===== src/rtl/constant_sequencer_if.sv =====
// Stream port of the constant sequencer: one word per valid/ready beat,
// with a marker on the final beat of each run.
interface constant_sequencer_if #(
   parameter int WIDTH = 32
);
   logic             out_valid;
   logic             out_ready;
   logic [WIDTH-1:0] out_data;
   logic             out_last;

   modport master (
      output out_valid,
      output out_data,
      output out_last,
      input  out_ready
   );

   modport slave (
      input  out_valid,
      input  out_data,
      input  out_last,
      output out_ready
   );
endinterface


===== src/rtl/constant_sequencer.sv =====
// Fixed constant source plus a programmable up/down/hold/loop sequence
// generator streaming base +/- i*step over a valid/ready port.

module constant_sequencer_checker #(
   parameter int WIDTH = 32
) (
   input logic             clk,
   input logic             reset_n,
   input logic             abort,
   input logic             out_valid,
   input logic             out_ready,
   input logic [WIDTH-1:0] out_data,
   input logic             out_last,
   input logic             busy,
   input logic             done
);
   // a stalled beat must hold its payload unless the run is cancelled
   a_stall_stable: assert property (@(posedge clk) disable iff (!reset_n)
      (out_valid && !out_ready && !abort) |=> (out_valid && $stable(out_data) && $stable(out_last)))
      else $error("assertion a_stall_stable violated");

   // out_last only accompanies a valid beat
   a_last_valid: assert property (@(posedge clk) disable iff (!reset_n)
      out_last |-> out_valid)
      else $error("assertion a_last_valid violated");

   // done is only reported from IDLE
   a_done_idle: assert property (@(posedge clk) disable iff (!reset_n)
      done |-> !busy)
      else $error("assertion a_done_idle violated");

   // the stream is valid exactly while the FSM is running
   a_valid_busy: assert property (@(posedge clk) disable iff (!reset_n)
      out_valid == busy)
      else $error("assertion a_valid_busy violated");
endmodule

module constant_sequencer #(
   parameter int WIDTH     = 32,
   parameter int CNT_W     = 8,
   parameter int NUM_FIXED = 4
) (
   input  logic                       clk,
   input  logic                       reset_n,
   output logic [NUM_FIXED*WIDTH-1:0] fixed_out,
   input  logic                       start,
   input  logic                       abort,
   input  logic [1:0]                 mode,
   input  logic [WIDTH-1:0]           base,
   input  logic [WIDTH-1:0]           step,
   input  logic [CNT_W-1:0]           count,
   constant_sequencer_if.master       stream,
   output logic                       busy,
   output logic                       done
);
   localparam logic [0:0] IDLE = 1'b0;
   localparam logic [0:0] RUN  = 1'b1;

   localparam logic [1:0] MODE_UP   = 2'b00;
   localparam logic [1:0] MODE_LOOP = 2'b01;
   localparam logic [1:0] MODE_HOLD = 2'b10;
   localparam logic [1:0] MODE_DOWN = 2'b11;

   function automatic logic [WIDTH-1:0] next_value(
      input logic [1:0]       m,
      input logic [WIDTH-1:0] cur,
      input logic [WIDTH-1:0] inc
   );
      logic [WIDTH-1:0] nv;
      case (m)
         MODE_UP, MODE_LOOP: nv = cur + inc;
         MODE_HOLD:          nv = cur;
         MODE_DOWN:          nv = cur - inc;
         default:            nv = cur;
      endcase
      return nv;
   endfunction

   for (genvar k = 0; k < NUM_FIXED; k++) begin : g_fixed
      assign fixed_out[k*WIDTH +: WIDTH] = WIDTH'(k);
   end

   logic [0:0]       state_r, state_nxt_s;
   logic [1:0]       mode_r, mode_nxt_s;
   logic [WIDTH-1:0] base_r, base_nxt_s;
   logic [WIDTH-1:0] step_r, step_nxt_s;
   logic [CNT_W-1:0] count_r, count_nxt_s;
   logic [CNT_W-1:0] index_r, index_nxt_s;
   logic [WIDTH-1:0] data_r, data_nxt_s;
   logic             valid_r, valid_nxt_s;
   logic             last_r, last_nxt_s;
   logic             busy_r, busy_nxt_s;
   logic             done_r, done_nxt_s;
   logic             beat_s;

   assign beat_s = valid_r & stream.out_ready;

   // next-state and next-output computation for the sequencer FSM
   always_comb begin
      state_nxt_s = state_r;
      mode_nxt_s  = mode_r;
      base_nxt_s  = base_r;
      step_nxt_s  = step_r;
      count_nxt_s = count_r;
      index_nxt_s = index_r;
      data_nxt_s  = data_r;
      valid_nxt_s = valid_r;
      last_nxt_s  = last_r;
      busy_nxt_s  = busy_r;
      done_nxt_s  = 1'b0;
      case (state_r)
         IDLE: begin
            if (start) begin
               mode_nxt_s  = mode;
               base_nxt_s  = base;
               step_nxt_s  = step;
               count_nxt_s = count;
               if (count != {CNT_W{1'b0}}) begin
                  state_nxt_s = RUN;
                  index_nxt_s = {CNT_W{1'b0}};
                  data_nxt_s  = base;
                  valid_nxt_s = 1'b1;
                  last_nxt_s  = (count == CNT_W'(1));
                  busy_nxt_s  = 1'b1;
               end else begin
                  done_nxt_s = 1'b1;
               end
            end else begin
               state_nxt_s = IDLE;
            end
         end
         RUN: begin
            // abort takes priority; a coincident beat is simply not followed up
            if (abort) begin
               state_nxt_s = IDLE;
               index_nxt_s = {CNT_W{1'b0}};
               valid_nxt_s = 1'b0;
               last_nxt_s  = 1'b0;
               busy_nxt_s  = 1'b0;
            end else if (beat_s) begin
               if (last_r) begin
                  if (mode_r == MODE_LOOP) begin
                     index_nxt_s = {CNT_W{1'b0}};
                     data_nxt_s  = base_r;
                     last_nxt_s  = (count_r == CNT_W'(1));
                  end else begin
                     state_nxt_s = IDLE;
                     index_nxt_s = {CNT_W{1'b0}};
                     valid_nxt_s = 1'b0;
                     last_nxt_s  = 1'b0;
                     busy_nxt_s  = 1'b0;
                     done_nxt_s  = 1'b1;
                  end
               end else begin
                  index_nxt_s = index_r + CNT_W'(1);
                  data_nxt_s  = next_value(mode_r, data_r, step_r);
                  last_nxt_s  = ((index_r + CNT_W'(1)) == (count_r - CNT_W'(1)));
               end
            end else begin
               state_nxt_s = RUN;
            end
         end
         default: begin
            state_nxt_s = IDLE;
            index_nxt_s = {CNT_W{1'b0}};
            valid_nxt_s = 1'b0;
            last_nxt_s  = 1'b0;
            busy_nxt_s  = 1'b0;
         end
      endcase
   end

   // state and output registers
   always_ff @(posedge clk or negedge reset_n) begin
      if (!reset_n) begin
         state_r <= IDLE;
         mode_r  <= 2'b00;
         base_r  <= {WIDTH{1'b0}};
         step_r  <= {WIDTH{1'b0}};
         count_r <= {CNT_W{1'b0}};
         index_r <= {CNT_W{1'b0}};
         data_r  <= {WIDTH{1'b0}};
         valid_r <= 1'b0;
         last_r  <= 1'b0;
         busy_r  <= 1'b0;
         done_r  <= 1'b0;
      end else begin
         state_r <= state_nxt_s;
         mode_r  <= mode_nxt_s;
         base_r  <= base_nxt_s;
         step_r  <= step_nxt_s;
         count_r <= count_nxt_s;
         index_r <= index_nxt_s;
         data_r  <= data_nxt_s;
         valid_r <= valid_nxt_s;
         last_r  <= last_nxt_s;
         busy_r  <= busy_nxt_s;
         done_r  <= done_nxt_s;
      end
   end

   assign stream.out_valid = valid_r;
   assign stream.out_data  = data_r;
   assign stream.out_last  = last_r;
   assign busy             = busy_r;
   assign done             = done_r;

   constant_sequencer_checker #(.WIDTH(WIDTH)) u_checker (
      .clk       (clk),
      .reset_n   (reset_n),
      .abort     (abort),
      .out_valid (valid_r),
      .out_ready (stream.out_ready),
      .out_data  (data_r),
      .out_last  (last_r),
      .busy      (busy_r),
      .done      (done_r)
   );
endmodule

===== src/flat_wrapper.sv =====
// flat-port wrapper written by rule: the top's interface ports become plain ports
module constant_sequencer_flat 
#(
   parameter int WIDTH     = 32,
   parameter int CNT_W     = 8,
   parameter int NUM_FIXED = 4
)
  (clk, reset_n, fixed_out, start, abort, mode, base, step, count, busy, done, stream_out_valid, stream_out_data, stream_out_last, stream_out_ready);
  constant_sequencer_if #(.WIDTH(WIDTH)) stream_i ();
  input  logic clk;
  input  logic reset_n;
  output logic [NUM_FIXED*WIDTH-1:0] fixed_out;
  input  logic start;
  input  logic abort;
  input  logic [1:0] mode;
  input  logic [WIDTH-1:0] base;
  input  logic [WIDTH-1:0] step;
  input  logic [CNT_W-1:0] count;
  output logic busy;
  output logic done;
  output wire logic [$bits(stream_i.out_valid)-1:0] stream_out_valid;
  output wire logic [$bits(stream_i.out_data)-1:0] stream_out_data;
  output wire logic [$bits(stream_i.out_last)-1:0] stream_out_last;
  input wire logic [$bits(stream_i.out_ready)-1:0] stream_out_ready;
  assign stream_out_valid = stream_i.out_valid;
  assign stream_out_data = stream_i.out_data;
  assign stream_out_last = stream_i.out_last;
  assign stream_i.out_ready = stream_out_ready;
  constant_sequencer #(.WIDTH(WIDTH), .CNT_W(CNT_W), .NUM_FIXED(NUM_FIXED)) u_core (.clk(clk), .reset_n(reset_n), .fixed_out(fixed_out), .start(start), .abort(abort), .mode(mode), .base(base), .step(step), .count(count), .stream(stream_i), .busy(busy), .done(done));
endmodule

===== config.mk =====
export PLATFORM = sky130hd
export DESIGN_NAME = constant_sequencer_flat
export DESIGN_NICKNAME = d
export VERILOG_FILES = /design/src/rtl/constant_sequencer_if.sv /design/src/rtl/constant_sequencer.sv /design/src/flat_wrapper.sv
export SDC_FILE = /design/constraint.sdc
export NUM_CORES = 1
export LEC_CHECK = 0
export ABC_AREA = 1
export BUFFER_PORTS_ARGS = -buffer_cell sky130_fd_sc_hd__buf_2
export CAP_MARGIN = 25
export CELL_PAD_IN_SITES_DETAIL_PLACEMENT = 2
export CELL_PAD_IN_SITES_GLOBAL_PLACEMENT = 2
export CORE_ASPECT_RATIO = 0.75
export CORE_UTILIZATION = 32
export CTS_CLUSTER_DIAMETER = 200
export DETAILED_ROUTE_END_ITERATION = 8
export GPL_ROUTABILITY_DRIVEN = 0
export GPL_TIMING_DRIVEN = 0
export PLACE_DENSITY = 0.84
export RECOVER_POWER = 100
export SLEW_MARGIN = 30
export SYNTH_ARGS = -nofsm -noshare
export SYNTH_HDL_FRONTEND = slang
export SYNTH_SLANG_ARGS = --single-unit

===== constraint.sdc =====
create_clock -name clk -period 7.6 [get_ports clk]
set_input_delay 0 -clock clk [delete_from_list [all_inputs] [get_ports clk]]
set_output_delay 0 -clock clk [all_outputs]
set_load 0.01 [all_outputs]

### Word-level counts from Yosys, hierarchy flattened

Cells that the tools add are included.

| storage, ports and cells | value |
|---|---|
| register bits after elaboration | 118 |
| bits of input ports | 79 |

| operators by class | value |
|---|---|
| $add $sub $neg | 4 |
| equality and inequality tests | 15 |
| multiplexer cells | 42 |
| bitwise logic cells | 2 |
| reductions and logical operators | 7 |

Operators with widths:

| kind | number |
|---|---|
| 2-to-1 mux 32 bit | 6 |
| case mux 32 bit (2 select lines) | 2 |
| 2-to-1 mux 8 bit | 5 |
| adder 32 bit | 1 |
| subtractor 32 bit | 1 |
| 2-to-1 mux 1 bit | 24 |
| == test 8 x 1 -> 1 bit (second input constant) | 2 |
| case mux 8 bit (2 select lines) | 1 |
| inequality test 3 bit (second input constant) | 5 |
| adder 8 x 1 -> 8 bit (second input constant) | 1 |
| == test 8 bit | 1 |
| case mux 1 bit (2 select lines) | 4 |
| nonzero test 8 bit | 1 |
| subtractor 8 x 1 -> 8 bit (second input constant) | 1 |
| inequality test 2 bit (second input constant) | 3 |
| AND reduction 6 bit | 1 |
| AND reduction 5 bit | 1 |
| == test 2 bit (second input constant) | 2 |
| AND reduction 3 bit | 1 |
| == test 2 x 1 -> 1 bit (second input constant) | 1 |
| zero test 2 bit | 1 |
| inequality test 2 x 1 -> 1 bit (second input constant) | 1 |
| AND reduction 2 bit | 1 |
| OR reduction 2 bit | 1 |
| 2 further kinds | 2 |

### Logic depth before layout (Yosys ltp)

| logic depth | value |
|---|---|
| word-level depth | 7 |
| mapped depth | 23 |
| mapped depth without buffers | 23 |

### Worst setup path after synthesis

Ideal clock, no wire load.

| timing path | value |
|---|---|
| path kind | reg-to-reg |
| from | reg u_core.step_r[0] |
| to | reg u_core.data_r[31] (netlist: u_core.stream.out_data[31]) |
| setup time | 0.122 ns |
| data arrival time | 2.679 ns |
| required time | 7.478 ns |
| slack | 4.799 ns |
| cell stages (with the launch flop) | 24 |
| path buffers | 0 |
| path through | dfrtp_1 > inv_1 > ha_1 > nand3_1 > nor2_1 > nand2_1 > nor2_1 > a21oi_1 > a21oi_2 > nand2_1 > xor2_1 > ha_1 > nand2_1 > inv_1 > nand2_1 > nand2_1 > nand2_1 > nand2_1 > a21oi_1 > nand2_1 > nand2_1 > nand3_1 > nand2_1 > a21oi_1 |

| on the way | value |
|---|---|
| longest elaborated chain between the ends | 6 |

RTL lines:

| item | RTL line | text |
|---|---|---|
| start: declaration | constant_sequencer.sv:86 | `logic [WIDTH-1:0] step_r, step_nxt_s;` |
| start signal: assignment | constant_sequencer.sv:179 | `step_r <= {WIDTH{1'b0}};` |
| start signal: assignment | constant_sequencer.sv:191 | `step_r <= step_nxt_s;` |
| subtractor 32 bit / adder 32 bit (equally long branches) | constant_sequencer.sv:73, constant_sequencer.sv:71 |  |
| case mux 32 bit (2 select lines) (*) | constant_sequencer.sv:70 | `case (m)` |
| 2-to-1 mux 32 bit (*) | constant_sequencer.sv:141 | `if (last_r) begin` |
| 2-to-1 mux 32 bit (*) | constant_sequencer.sv:140 | `end else if (beat_s) begin` |
| 2-to-1 mux 32 bit (*) | constant_sequencer.sv:134 | `if (abort) begin` |
| case mux 32 bit (2 select lines) (*) | constant_sequencer.sv:111 | `case (state_r)` |
| end signal: assignment | constant_sequencer.sv:182 | `data_r <= {WIDTH{1'b0}};` |
| end signal: assignment | constant_sequencer.sv:194 | `data_r <= data_nxt_s;` |
| end: declaration | constant_sequencer.sv:89 | `logic [WIDTH-1:0] data_r, data_nxt_s;` |

Mark *: on every way between the ends. The rest lies on a longest branch, timed or not. The select of a mux whose other input is x is not followed.
A chain may end at the register's enable or synchronous reset.

### Final worst setup path

Ends and elaborated chain as after synthesis.

==> out/summary.txt <==
Leak -> 6.73 nW
Post-synth EDFFs -> 0
Total gr overflow -> 0
Failing checks -> max-capacitance violations, max-slew violations
Clock sinks -> 118
Hold EP -> u_core.state_r
Number of max-cap violations -> 1
Max Fclk -> 0.237 GHz
Initial core utilization -> 0.330
IO buf count -> 114
Routed Antenna Nets -> 0
First-pass GRT wire length -> 69,900 µm
Slew HR -> -0.807
Worst r2r src -> u_core.step_r[0]
Clock tree buffer depth -> 2
Layout area overhead -> 29.3%
Fin crit period -> 4220 ps
Power Density -> 429 mW/mm²
Die Y-Extent -> 153 µm
Largest net degree at the start of global routing -> 79
Clk_lat worst skew -> 470 ps
Switch Pwr -> 0.00300 W
CP Data Arrival Time -> 4560 ps
Share of layout cells above drive strength 1 -> 0.171
Number of remaining DRC errors -> 0
Pre-CTS WS -> 3840 ps
Hold Path Depth -> 4
Via count -> 10,437
Crit path max-delay cell type -> dfrtp_1
Hold Crit Start -> stream_out_ready
Status -> finished with violations
Most used cell, CP -> nand2_1
Comb power frac -> 0.644
Clk root buf -> clkbuf_16
Vias in the first global route -> 11,440
Yosys reg bits -> 118
Worst hold path class -> input pin to flop
Worst vdd ir -> 0.156 mV
Vias per cell -> 4.84
Htree depth -> 4
R2R setup slack -> 3380 ps
Setup Skew -> 18.8 ps
P_int -> 0.00241 W
Worst r2r dst -> u_core.stream.out_data[31]
Worst-path clk slew -> 70 ps
R2R depth -> 23
# nets final -> 1,868
Critical path required time -> 7940 ps
Slowest stage delay, CP -> 410 ps
Clock network power share -> 0.159
Seq/Total Area, Yosys -> 0.303
Post-synth ARST share -> 1.00
WS Path Type -> flop to flop
Die Wd -> 204 µm
Register share of total power -> 0.197
# IOs -> 243
Syn Inst Count -> 1,414
Total track usage -> 0.297
Antenna diodes -> 0
Site row count -> 54
Average footprint of a synthesized cell -> 6.89 µm²
Endpoint class of the critical path -> flop
Hpwl dp -> 32,300 µm
Final setup margin -> 3380 ps
Unique masters post-synth -> 40
Total negative setup slack -> 0 ps
Tightest Pin Transition -> 2710 ps
CP top delay family -> simple AND/OR/NAND/NOR gates
Core Area -> 0.0295 mm²
Mapped Area -> 0.00975 mm²
Sw frac -> 0.555
Wire length per cell -> 20.9 µm
CP bufs+invs -> 2
1st-iter DRT viols -> 496
Top_reg_cell synth -> dfrtp_1
CP Launch Point -> u_core.step_r[0]
Worst-path cell chain -> inv_1, ha_1, nand3_1, nor2_1, nand2_1, nor2_1, a21oi_1, a21oi_1, nand2_1, xor2_1, ha_1, nand2_1, inv_1, nand2_1, nand2_1, nand2_1, nand2_1, a21oi_1, nand2_1, nand2_1, nand3_1, nand2_1, a21oi_1
Period utilization -> 0.555
CTS buffer count -> 17
YS warnings -> 0
PostCTS Resize Cnt -> 0
Initial antenna violation count -> 1
Final hold vios -> 0
Pre-Repair DR Iteration Count -> 4
Crit path max fanout -> 5
Die ar. -> 0.0312 mm²
Critical Path Start Type -> flop
Final Max Tran Viols -> 41
WL final -> 45,100 µm
CTS tree -> yes
Unrepaired setup endpoints after global routing -> no
Endpoints failing setup -> 0
==> metrics by stage <==
step | utilization | cells | instance area (µm²) | hold WS, ps | total power (W)
floorplan | - | 1540 | 10200 | -296 | 0.00319
finish | 0.427 | 2158 | 12600 | 81.9 | 0.00541
detailed placement | 0.383 | 2047 | 11300 | -79.4 | 0.00434
CTS | 0.430 | 2158 | 12700 | 40.9 | 0.00529
global route | 0.427 | 2158 | 12600 | 92.0 | 0.00579
global placement | 0.382 | 2046 | 11300 | 234 | 0.00417
==> synth_stat cells, types with 6 or more instances <==
| master | n | area [µm²] |
|---|---|---|
| buf_2 | 17 | 85.1 |
| dfrtp_1 | 118 | 2950 |
| xnor2_1 | 9 | 78.8 |
| a21oi_1 | 95 | 475 |
| a21oi_2 | 12 | 105 |
| inv_1 | 175 | 657 |
| ha_1 | 35 | 438 |
| xor2_1 | 45 | 394 |
| mux2_2 | 43 | 484 |
| nor2_1 | 193 | 724 |
| nand4_1 | 11 | 68.8 |
| clkbuf_1 | 13 | 48.8 |
| inv_2 | 6 | 22.5 |
| nand3_1 | 72 | 360 |
| buf_4 | 130 | 976 |
| nor3_1 | 8 | 40.0 |
| nand2_1 | 347 | 1300 |
| o21ai_0 | 34 | 170 |
| o21ai_1 | 9 | 45.0 |
==> final cells by class <==
type                            instances  area (µm²)
Fill cell                            3516       16900
Multi-Input combinational cell       1076        5410
Buffer                                163        1120
Timing Repair Buffer                  194        1340
Clock buffer                           17         425
Clock inverter                         15         169
Sequential cell                       118        2950
Tap cell                              392         490
Inverter                              183         687
==> worst min-delay path: stages <==
cell	delay [ps]
buf_2	100
nand2_1	150
nor2_1	100
o21ai_0	150
==> cells in the final DEF, fill, tap and decap left out, types with 45 or more instances in the layout <==
cell type	n
nand3_1	72
dlygate4sd3_1	79
inv_1	177
clkbuf_1	61
nand2_1	349
xor2_1	45
nor2_1	195
dfrtp_1	118
a21oi_1	96
conb_1	128
buf_2	85
buf_4	128
==> registers in the layout, indices dropped and copies added (netlist names) <==
register,count
u_core.mode_r,2
u_core.index_r,8
u_core.stream.out_valid,1
u_core.step_r,32
u_core.stream.out_last,1
u_core.stream.out_data,32
u_core.count_r,8
u_core.done,1
u_core.state_r,1
u_core.base_r,32
==> how the worst max path moves through the flow <==
| stage | endpoint | slack, ps | cells past startpoint |
|---|---|---|---|
| floorplan | u_core.stream.out_data[31] | 4800 | 23 |
| global placement | u_core.stream.out_data[27] | 4000 | 20 |
| detailed placement | u_core.stream.out_data[31] | 3840 | 23 |
| CTS | u_core.stream.out_data[27] | 3760 | 20 |
| global route | u_core.stream.out_data[27] | 3120 | 20 |
| finish | u_core.stream.out_data[31] | 3380 | 23 |
==> power groups by stage <==
stage,clock network [W],logic [W],registers (W)
finish,0.000859,0.00348,0.00107
global route,0.000891,0.00381,0.00109
CTS,0.000861,0.00338,0.00105
detailed placement,0,0.00329,0.00105
global placement,0,0.00313,0.00104
floorplan,0,0.00218,0.00101
==> repair_timing <==
action,4_1_cts,5_1_grt
endpoints found under the hold margin,226,0
setup endpoints to repair,0,0
buffers inserted,0,0
hold buffers,79,0
==> cell families (layout without fill, tap and decap cells) <==
family	count (synthesis)	in the layout	synth area share
xor gates and xnor gates	54	54	0.0485
DFF	118	118	0.303
adders and majority gates	36	36	0.0470
muxes	43	43	0.0497
buffers and inverters	346	572	0.188
other	2	128	0.000770
AOI/OAI and AO/OA	169	169	0.0959
and+or+nand+nor	646	646	0.267
==> metal layers <==
metal	global-route usage	wire, µm	vias up
met5	0	0	-
met4	0.0856	992	0
met3	0.0516	2050	61
met2	0.498	21500	283
met1	0.389	20500	5231
li1	-	-	4862
Note: power is estimated with default switching activity, not from simulation.
